--- src/rtl/sap_cpu_pkg.sv ---
// Shared opcodes, FSM state type and field widths for the parametrised SAP core.
package sap_cpu_pkg;

  localparam int unsigned OPC_W = 4;

  localparam logic [OPC_W-1:0] OP_NOP = 4'h0;
  localparam logic [OPC_W-1:0] OP_LDA = 4'h1;
  localparam logic [OPC_W-1:0] OP_ADD = 4'h2;
  localparam logic [OPC_W-1:0] OP_SUB = 4'h3;
  localparam logic [OPC_W-1:0] OP_STA = 4'h4;
  localparam logic [OPC_W-1:0] OP_LDI = 4'h5;
  localparam logic [OPC_W-1:0] OP_JMP = 4'h6;
  localparam logic [OPC_W-1:0] OP_JC  = 4'h7;
  localparam logic [OPC_W-1:0] OP_JZ  = 4'h8;
  localparam logic [OPC_W-1:0] OP_OUT = 4'hE;
  localparam logic [OPC_W-1:0] OP_HLT = 4'hF;

  typedef enum logic [2:0] {
    StLoad,
    StLdone,
    StT0,
    StT1,
    StT2,
    StT3,
    StHalt
  } sap_state_e;

endpackage

--- src/rtl/sap_ram.sv ---
// Flop-based RAM: combinational read, one synchronous write port, no reset so
// contents survive a core reset.
module sap_ram #(
  parameter int unsigned DataW = 8,
  parameter int unsigned AddrW = 4
) (
  input  logic             clk_i,
  input  logic             we_i,
  input  logic [AddrW-1:0] waddr_i,
  input  logic [DataW-1:0] wdata_i,
  input  logic [AddrW-1:0] raddr_i,
  output logic [DataW-1:0] rdata_o
);

  localparam int unsigned Depth = 2 ** AddrW;

  logic [DataW-1:0] mem_q [Depth];

  always_ff @(posedge clk_i) begin
    if (we_i) begin
      mem_q[waddr_i] <= wdata_i;
    end
  end

  assign rdata_o = mem_q[raddr_i];

endmodule

--- src/rtl/sap_cpu_core.sv ---
// Multicycle SAP-style accumulator core with valid/ready program loader.
// Define SAP_COND_JUMP_EN to enable JC/JZ; otherwise opcodes 7 and 8 act as NOP.
module sap_cpu_core
  import sap_cpu_pkg::*;
#(
  parameter int unsigned DATA_W = 8,
  parameter int unsigned ADDR_W = 4
) (
  input  logic              clk,
  input  logic              rst,
  input  logic              prog_en,
  input  logic              prog_valid,
  input  logic [DATA_W-1:0] prog_data,
  output logic              prog_ready,
  output logic              prog_done,
  output logic [DATA_W-1:0] out_data,
  output logic              out_valid,
  output logic              halted,
  output logic [ADDR_W-1:0] dbg_pc
);

`ifdef SAP_COND_JUMP_EN
  localparam bit CondJumpEn = 1'b1;
`else
  localparam bit CondJumpEn = 1'b0;
`endif

  sap_state_e        state_q;
  logic [ADDR_W-1:0] pc_q, mar_q, load_addr_q;
  logic [OPC_W-1:0]  ir_opc_q;
  logic [ADDR_W-1:0] ir_opd_q;
  logic [DATA_W-1:0] a_q, out_q;
  logic              cf_q, zf_q;
  logic              prog_ready_q, prog_done_q, out_valid_q, halted_q;

  logic [DATA_W-1:0] ram_rdata, ram_wdata, operand_ext;
  logic [ADDR_W-1:0] ram_waddr;
  logic              ram_we, load_fire, last_load, enter_run;
  logic [DATA_W:0]   sum, diff;

  // Only the opcode and operand fields of IR are ever consumed.
  assign operand_ext = {{(DATA_W - ADDR_W){1'b0}}, ir_opd_q};
  assign load_fire   = (state_q == StLoad) && prog_en && prog_valid && prog_ready_q;
  assign last_load   = (load_addr_q == {ADDR_W{1'b1}});
  assign enter_run   = !prog_en && ((state_q == StLoad) || (state_q == StLdone));

  assign sum  = {1'b0, a_q} + {1'b0, ram_rdata};
  assign diff = {1'b0, a_q} - {1'b0, ram_rdata};

  // Loader and STA never share a state, so the mux only needs the state.
  assign ram_we    = !rst && (load_fire || ((state_q == StT3) && (ir_opc_q == OP_STA)));
  assign ram_waddr = (state_q == StLoad) ? load_addr_q : mar_q;
  assign ram_wdata = (state_q == StLoad) ? prog_data : a_q;

  sap_ram #(
    .DataW(DATA_W),
    .AddrW(ADDR_W)
  ) u_ram (
    .clk_i  (clk),
    .we_i   (ram_we),
    .waddr_i(ram_waddr),
    .wdata_i(ram_wdata),
    .raddr_i(mar_q),
    .rdata_o(ram_rdata)
  );

  always_ff @(posedge clk) begin
    if (rst) begin
      state_q      <= prog_en ? StLoad : StT0;
      prog_ready_q <= prog_en;
      prog_done_q  <= 1'b0;
      pc_q         <= '0;
      mar_q        <= '0;
      load_addr_q  <= '0;
      ir_opc_q     <= '0;
      ir_opd_q     <= '0;
      a_q          <= '0;
      cf_q         <= 1'b0;
      zf_q         <= 1'b0;
      out_q        <= '0;
      out_valid_q  <= 1'b0;
      halted_q     <= 1'b0;
    end else begin
      out_valid_q <= 1'b0;
      unique case (state_q)
        StLoad: begin
          if (load_fire) begin
            load_addr_q <= load_addr_q + ADDR_W'(1);
            if (last_load) begin
              state_q      <= StLdone;
              prog_ready_q <= 1'b0;
              prog_done_q  <= 1'b1;
            end
          end
        end
        StLdone: begin
        end
        StT0: begin
          mar_q   <= pc_q;
          state_q <= StT1;
        end
        StT1: begin
          ir_opc_q <= ram_rdata[DATA_W-1 -: OPC_W];
          ir_opd_q <= ram_rdata[ADDR_W-1:0];
          pc_q     <= pc_q + ADDR_W'(1);
          state_q  <= StT2;
        end
        StT2: begin
          state_q <= StT3;
          case (ir_opc_q)
            OP_LDA, OP_ADD, OP_SUB, OP_STA: mar_q <= ir_opd_q;
            OP_LDI: a_q <= operand_ext;
            OP_JMP: pc_q <= ir_opd_q;
            OP_JC:  if (CondJumpEn && cf_q) pc_q <= ir_opd_q;
            OP_JZ:  if (CondJumpEn && zf_q) pc_q <= ir_opd_q;
            OP_OUT: begin
              out_q       <= a_q;
              out_valid_q <= 1'b1;
            end
            OP_HLT: begin
              state_q  <= StHalt;
              halted_q <= 1'b1;
            end
            default: begin
            end
          endcase
        end
        StT3: begin
          state_q <= StT0;
          case (ir_opc_q)
            OP_LDA: a_q <= ram_rdata;
            OP_ADD: begin
              a_q  <= sum[DATA_W-1:0];
              cf_q <= sum[DATA_W];
              zf_q <= (sum[DATA_W-1:0] == '0);
            end
            OP_SUB: begin
              a_q  <= diff[DATA_W-1:0];
              cf_q <= !diff[DATA_W];
              zf_q <= (diff[DATA_W-1:0] == '0);
            end
            default: begin
            end
          endcase
        end
        StHalt: begin
          if (prog_en) begin
            state_q      <= StLoad;
            prog_ready_q <= 1'b1;
          end
        end
        default: state_q <= StT0;
      endcase

      // Leaving the loader always starts a fresh run from address 0.
      if (enter_run) begin
        state_q      <= StT0;
        prog_ready_q <= 1'b0;
        prog_done_q  <= 1'b0;
        pc_q         <= '0;
        a_q          <= '0;
        cf_q         <= 1'b0;
        zf_q         <= 1'b0;
        load_addr_q  <= '0;
        halted_q     <= 1'b0;
      end
    end
  end

  assign prog_ready = prog_ready_q;
  assign prog_done  = prog_done_q;
  assign out_data   = out_q;
  assign out_valid  = out_valid_q;
  assign halted     = halted_q;
  assign dbg_pc     = pc_q;

endmodule
--- config.mk ---
export PLATFORM = sky130hd
export DESIGN_NAME = sap_cpu_core
export DESIGN_NICKNAME = d
export VERILOG_FILES = /design/src/rtl/sap_cpu_pkg.sv /design/src/rtl/sap_ram.sv /design/src/rtl/sap_cpu_core.sv
export SDC_FILE = /design/constraint.sdc
export NUM_CORES = 1
export LEC_CHECK = 0
export ABC_CLOCK_PERIOD_IN_PS = 3900
export BUFFER_PORTS_ARGS = -buffer_cell sky130_fd_sc_hd__buf_2
export CAP_MARGIN = 20
export CORE_MARGIN = 3
export CORE_UTILIZATION = 45
export DETAILED_ROUTE_END_ITERATION = 16
export PLACE_DENSITY = 0.65
export SYNTH_ARGS = -nofsm -noshare
export SYNTH_HDL_FRONTEND = slang
export SYNTH_SLANG_ARGS = --single-unit
--- constraint.sdc ---
create_clock -name clk -period 3.9 [get_ports clk]
set_input_delay 0.195 -clock clk [delete_from_list [all_inputs] [get_ports clk]]
set_output_delay 0.195 -clock clk [all_outputs]
set_load 0.01 [all_outputs]
==> results_dict.tcl <==
set metrics [dict create \
    worstSetupEndpointType "flop" \
    seq_area_frac_synth_pct 62.4 \
    dp_hpwl_microns 11700 \
    cts-root-buf "clkbuf_16" \
    grt_pass1_vias 4717 \
    worstSetupPathType "flop to flop" \
    die-area_sq_um 18800 \
    clock_sinks 175 \
    worst_path_max_delay_cell "mux4_1" \
    grt_start_max_net_pins 33 \
    synth_edf_count 132 \
    port-buffer-count 27 \
    worst_slack_ns 0.221 \
    num_vias 4753 \
    drc 0 \
    path_cells "mux4_1 -> a22oi_1 -> nand2_1 -> inv_1 -> ha_1 -> a21oi_1 -> ha_1 -> nor2b_1 -> o211ai_1 -> a31oi_1 -> or3_1 -> a31o_1 -> a22oi_1 -> nor2_1" \
    wire_per_inst_microns 20.2 \
    max_freq_mhz 272 \
    path_delay_family "compound AO/OA/AOI/OAI gates" \
    post_cts_buffers 0 \
    use_met1_pct 25.5 \
    sequentialPowerShare_pct 37.4 \
    cts-htree-levels 4 \
    synth_area_sq_um 7730 \
    drt_iter0_markers 374 \
    place.gp.congestion 0.906 \
    final_hold_viol_count 0 \
    clk_latency_ns 0.44 \
    r2r_slack_ns 0.22 \
    antenna_found_initial 0 \
    holdPathEnd "prog_ready" \
    clkTransAtPathRegs_ns 0.07 \
    final_layout_size_suffix_gt1_share_pct 19.6 \
    die_h_microns 137 \
    p_comb_share_pct 37.4 \
    drv_slew 0 \
    synth_area_leaders "edfxtp_1 (51%), dfxtp_1 (11%), mux4_2 (5.8%), mux4_1 (4.1%), nor2_1 (3.3%)" \
    cp.required_ns 4.21 \
    start_util_pct 46.3 \
    layoutNonFillerInstCount 843 \
    cts_tree "yes" \
    rsz0062_at_grt "no" \
    slew_headroom_pct 42.2 \
    grtUsageMet2_pct 31.8 \
    irDropWorstVdd_mv 0.346 \
    ys_types 60 \
    cts_buffers 17 \
    ys_warn_count 0 \
    syn_area_per_cell_sq_um 13.6 \
    num_rows 47 \
    holdPathStages 3 \
    arrival_ns 3.99 \
    reg2reg_depth 14 \
    synth_most_common_cell "edfxtp_1" \
    diodes 0 \
    syn_to_final_growth_pct 13.4 \
    clkPwrFrac_pct 25.2 \
    grt-busiest-layer "met2" \
    hp-class "primary input to flop" \
    path_buf_inv 1 \
    ys.flop_type "edfxtp_1" \
    p_int_w 0.00412 \
    synth.top_cell.area_share_pct 51.2 \
    period_needed_ns 3.68 \
    synth_top_area_cell "edfxtp_1" \
    startpoint_type "flop" \
    placed_cells 811 \
    max_cap_viol_count 0 \
    fin_skew_ns 0.00908 \
    crit_fanout 11 \
    io_pins 28 \
    synthCells 568 \
    floorplan.die.width_microns 137 \
    core_sq_um 16700 \
    slowest_delay_ns 0.58 \
    syn_nets 591 \
    switching_share_pct 36.4 \
    final_util_pct 52.5 \
    drt-pass1-iter-count 5 \
    setup_viol 0 \
    fin_crit_sh_pct 94.3 \
    ant_nets 0 \
    grt_use_total_pct 19.4 \
    use_met3_pct 4.45 \
    finalWirelength_microns 17100 \
    r2r-end "a_q[5]" \
    p_leak_nw 3.02 \
    viasPerCell 5.64 \
    cts-hold-fix-buffers 0 \
    synth.top_cells.by_count "edfxtp_1 (132), nor2_1 (68), nand2_1 (61)" \
    async_flop_share_pct 0 \
    cellPowerDensity_nw_per_um2 739 \
    status "completed" \
    grt_overflow 0 \
    hp-start "prog_en" \
    synth-seq-cells 175 \
    power.net_switching_w 0.00236 \
    setup_tns_ns 0 \
    cts_buffer_depth 2 \
    grt_pass1_wl_microns 26700 \
    place_ws_ns 0.133 \
    fin_nets 633 \
    worst_pin_slew_ns 0.863 \
]
[cells by family (layout without fill, tap and decap cells)]
| kind of cell | count (synthesis) | after routing | share of synthesized area (%) |
|---|---|---|---|
| AO/OA/AOI/OAI | 89 | 89 | 7.75 |
| XOR/XNOR | 16 | 16 | 1.91 |
| adder cells (fa/ha/maj) | 11 | 11 | 1.88 |
| buffers and inverters | 44 | 99 | 2.93 |
| flip-flops | 175 | 175 | 62.4 |
| multiplexers | 50 | 50 | 12.2 |
| AND/OR/NAND/NOR | 183 | 183 | 10.9 |
[tightest hold or removal path, delay by kind of cell]
kind | cells | cell delay, ns
buffers and inverters | 1 | 0.15
AO/OA/AOI/OAI | 1 | 0.08
AND/OR/NAND/NOR | 1 | 0.06
[power by group through the flow]
stage | clock network [W] | registers, W | logic, W
after floorplan | 0 | 0.00233 | 0.00194
after global placement | 0 | 0.00245 | 0.00238
after detailed placement | 0 | 0.00246 | 0.00242
after CTS | 0.00166 | 0.00242 | 0.00243
after global routing | 0.00174 | 0.00245 | 0.00267
final | 0.00164 | 0.00242 | 0.00243
[metal layers]
metal	vias to the layer above	routed length, microns
li1	2231	-
met1	2362	7510
met2	134	8370
met3	26	836
met4	0	337
met5	-	0
[registers in the layout, indices dropped and copies added, names as in the netlist, named ones only]
signal       flops
a_q              8
dbg_pc           4
halted           1
ir_opc_q         4
ir_opd_q         4
load_addr_q      4
mar_q            4
out_data         8
out_valid        1
prog_done        1
prog_ready       1
state_q          3
u_ram.mem_q    128
[worst max-delay path by stage]
stage / to / cells past startpoint
after floorplan: a_q[5] / 15
after global placement: a_q[6] / 15
after detailed placement: a_q[5] / 14
after CTS: a_q[5] / 14
after global routing: a_q[5] / 14
final: a_q[5] / 14
[what timing repair did]
item,CTS,global route
gates resized for setup,0,1
endpoints found under the setup margin,0,3
endpoints found under the hold margin,0,0
[layout make-up]
class                      instances  area, sq um
fill                            1385         7930
clock inverter                    14          143
tap                              220          275
clock buffer                      18          429
timing repair buffer              56          365
inverter                          11         41.3
sequential                       175         4830
multi-input combinational        349         2690
[per-stage QoR]
| step | total power, W | cell area, sq um | hold WS (ns) |
|---|---|---|---|
| after floorplan | 0.00427 | 7730 | 0.382 |
| after global placement | 0.00483 | 8200 | 0.448 |
| after detailed placement | 0.00488 | 8200 | 0.453 |
| after CTS | 0.00652 | 8770 | 0.139 |
| after global routing | 0.00686 | 8770 | 0.188 |
| final | 0.00649 | 8770 | 0.153 |
[cell usage in the layout, fill, tap and decap left out, types with 4 or more instances in the layout]
cell type,instances
edfxtp_1,132
nor2_1,68
nand2_1,61
dfxtp_1,42
buf_4,28
buf_2,27
a21oi_1,23
mux4_2,20
mux2i_1,17
clkbuf_16,17
o21ai_0,14
a22oi_1,12
mux4_1,12
inv_1,11
ha_1,10
xnor2_1,9
a31oi_1,8
nor3b_1,7
nand2b_1,7
nand3_1,6
xor2_1,6
nor3_1,6
a311oi_1,6
inv_6,6
nand4_1,5
nor2b_1,4
No activity file was read; power rests on OpenSTA's default activity.
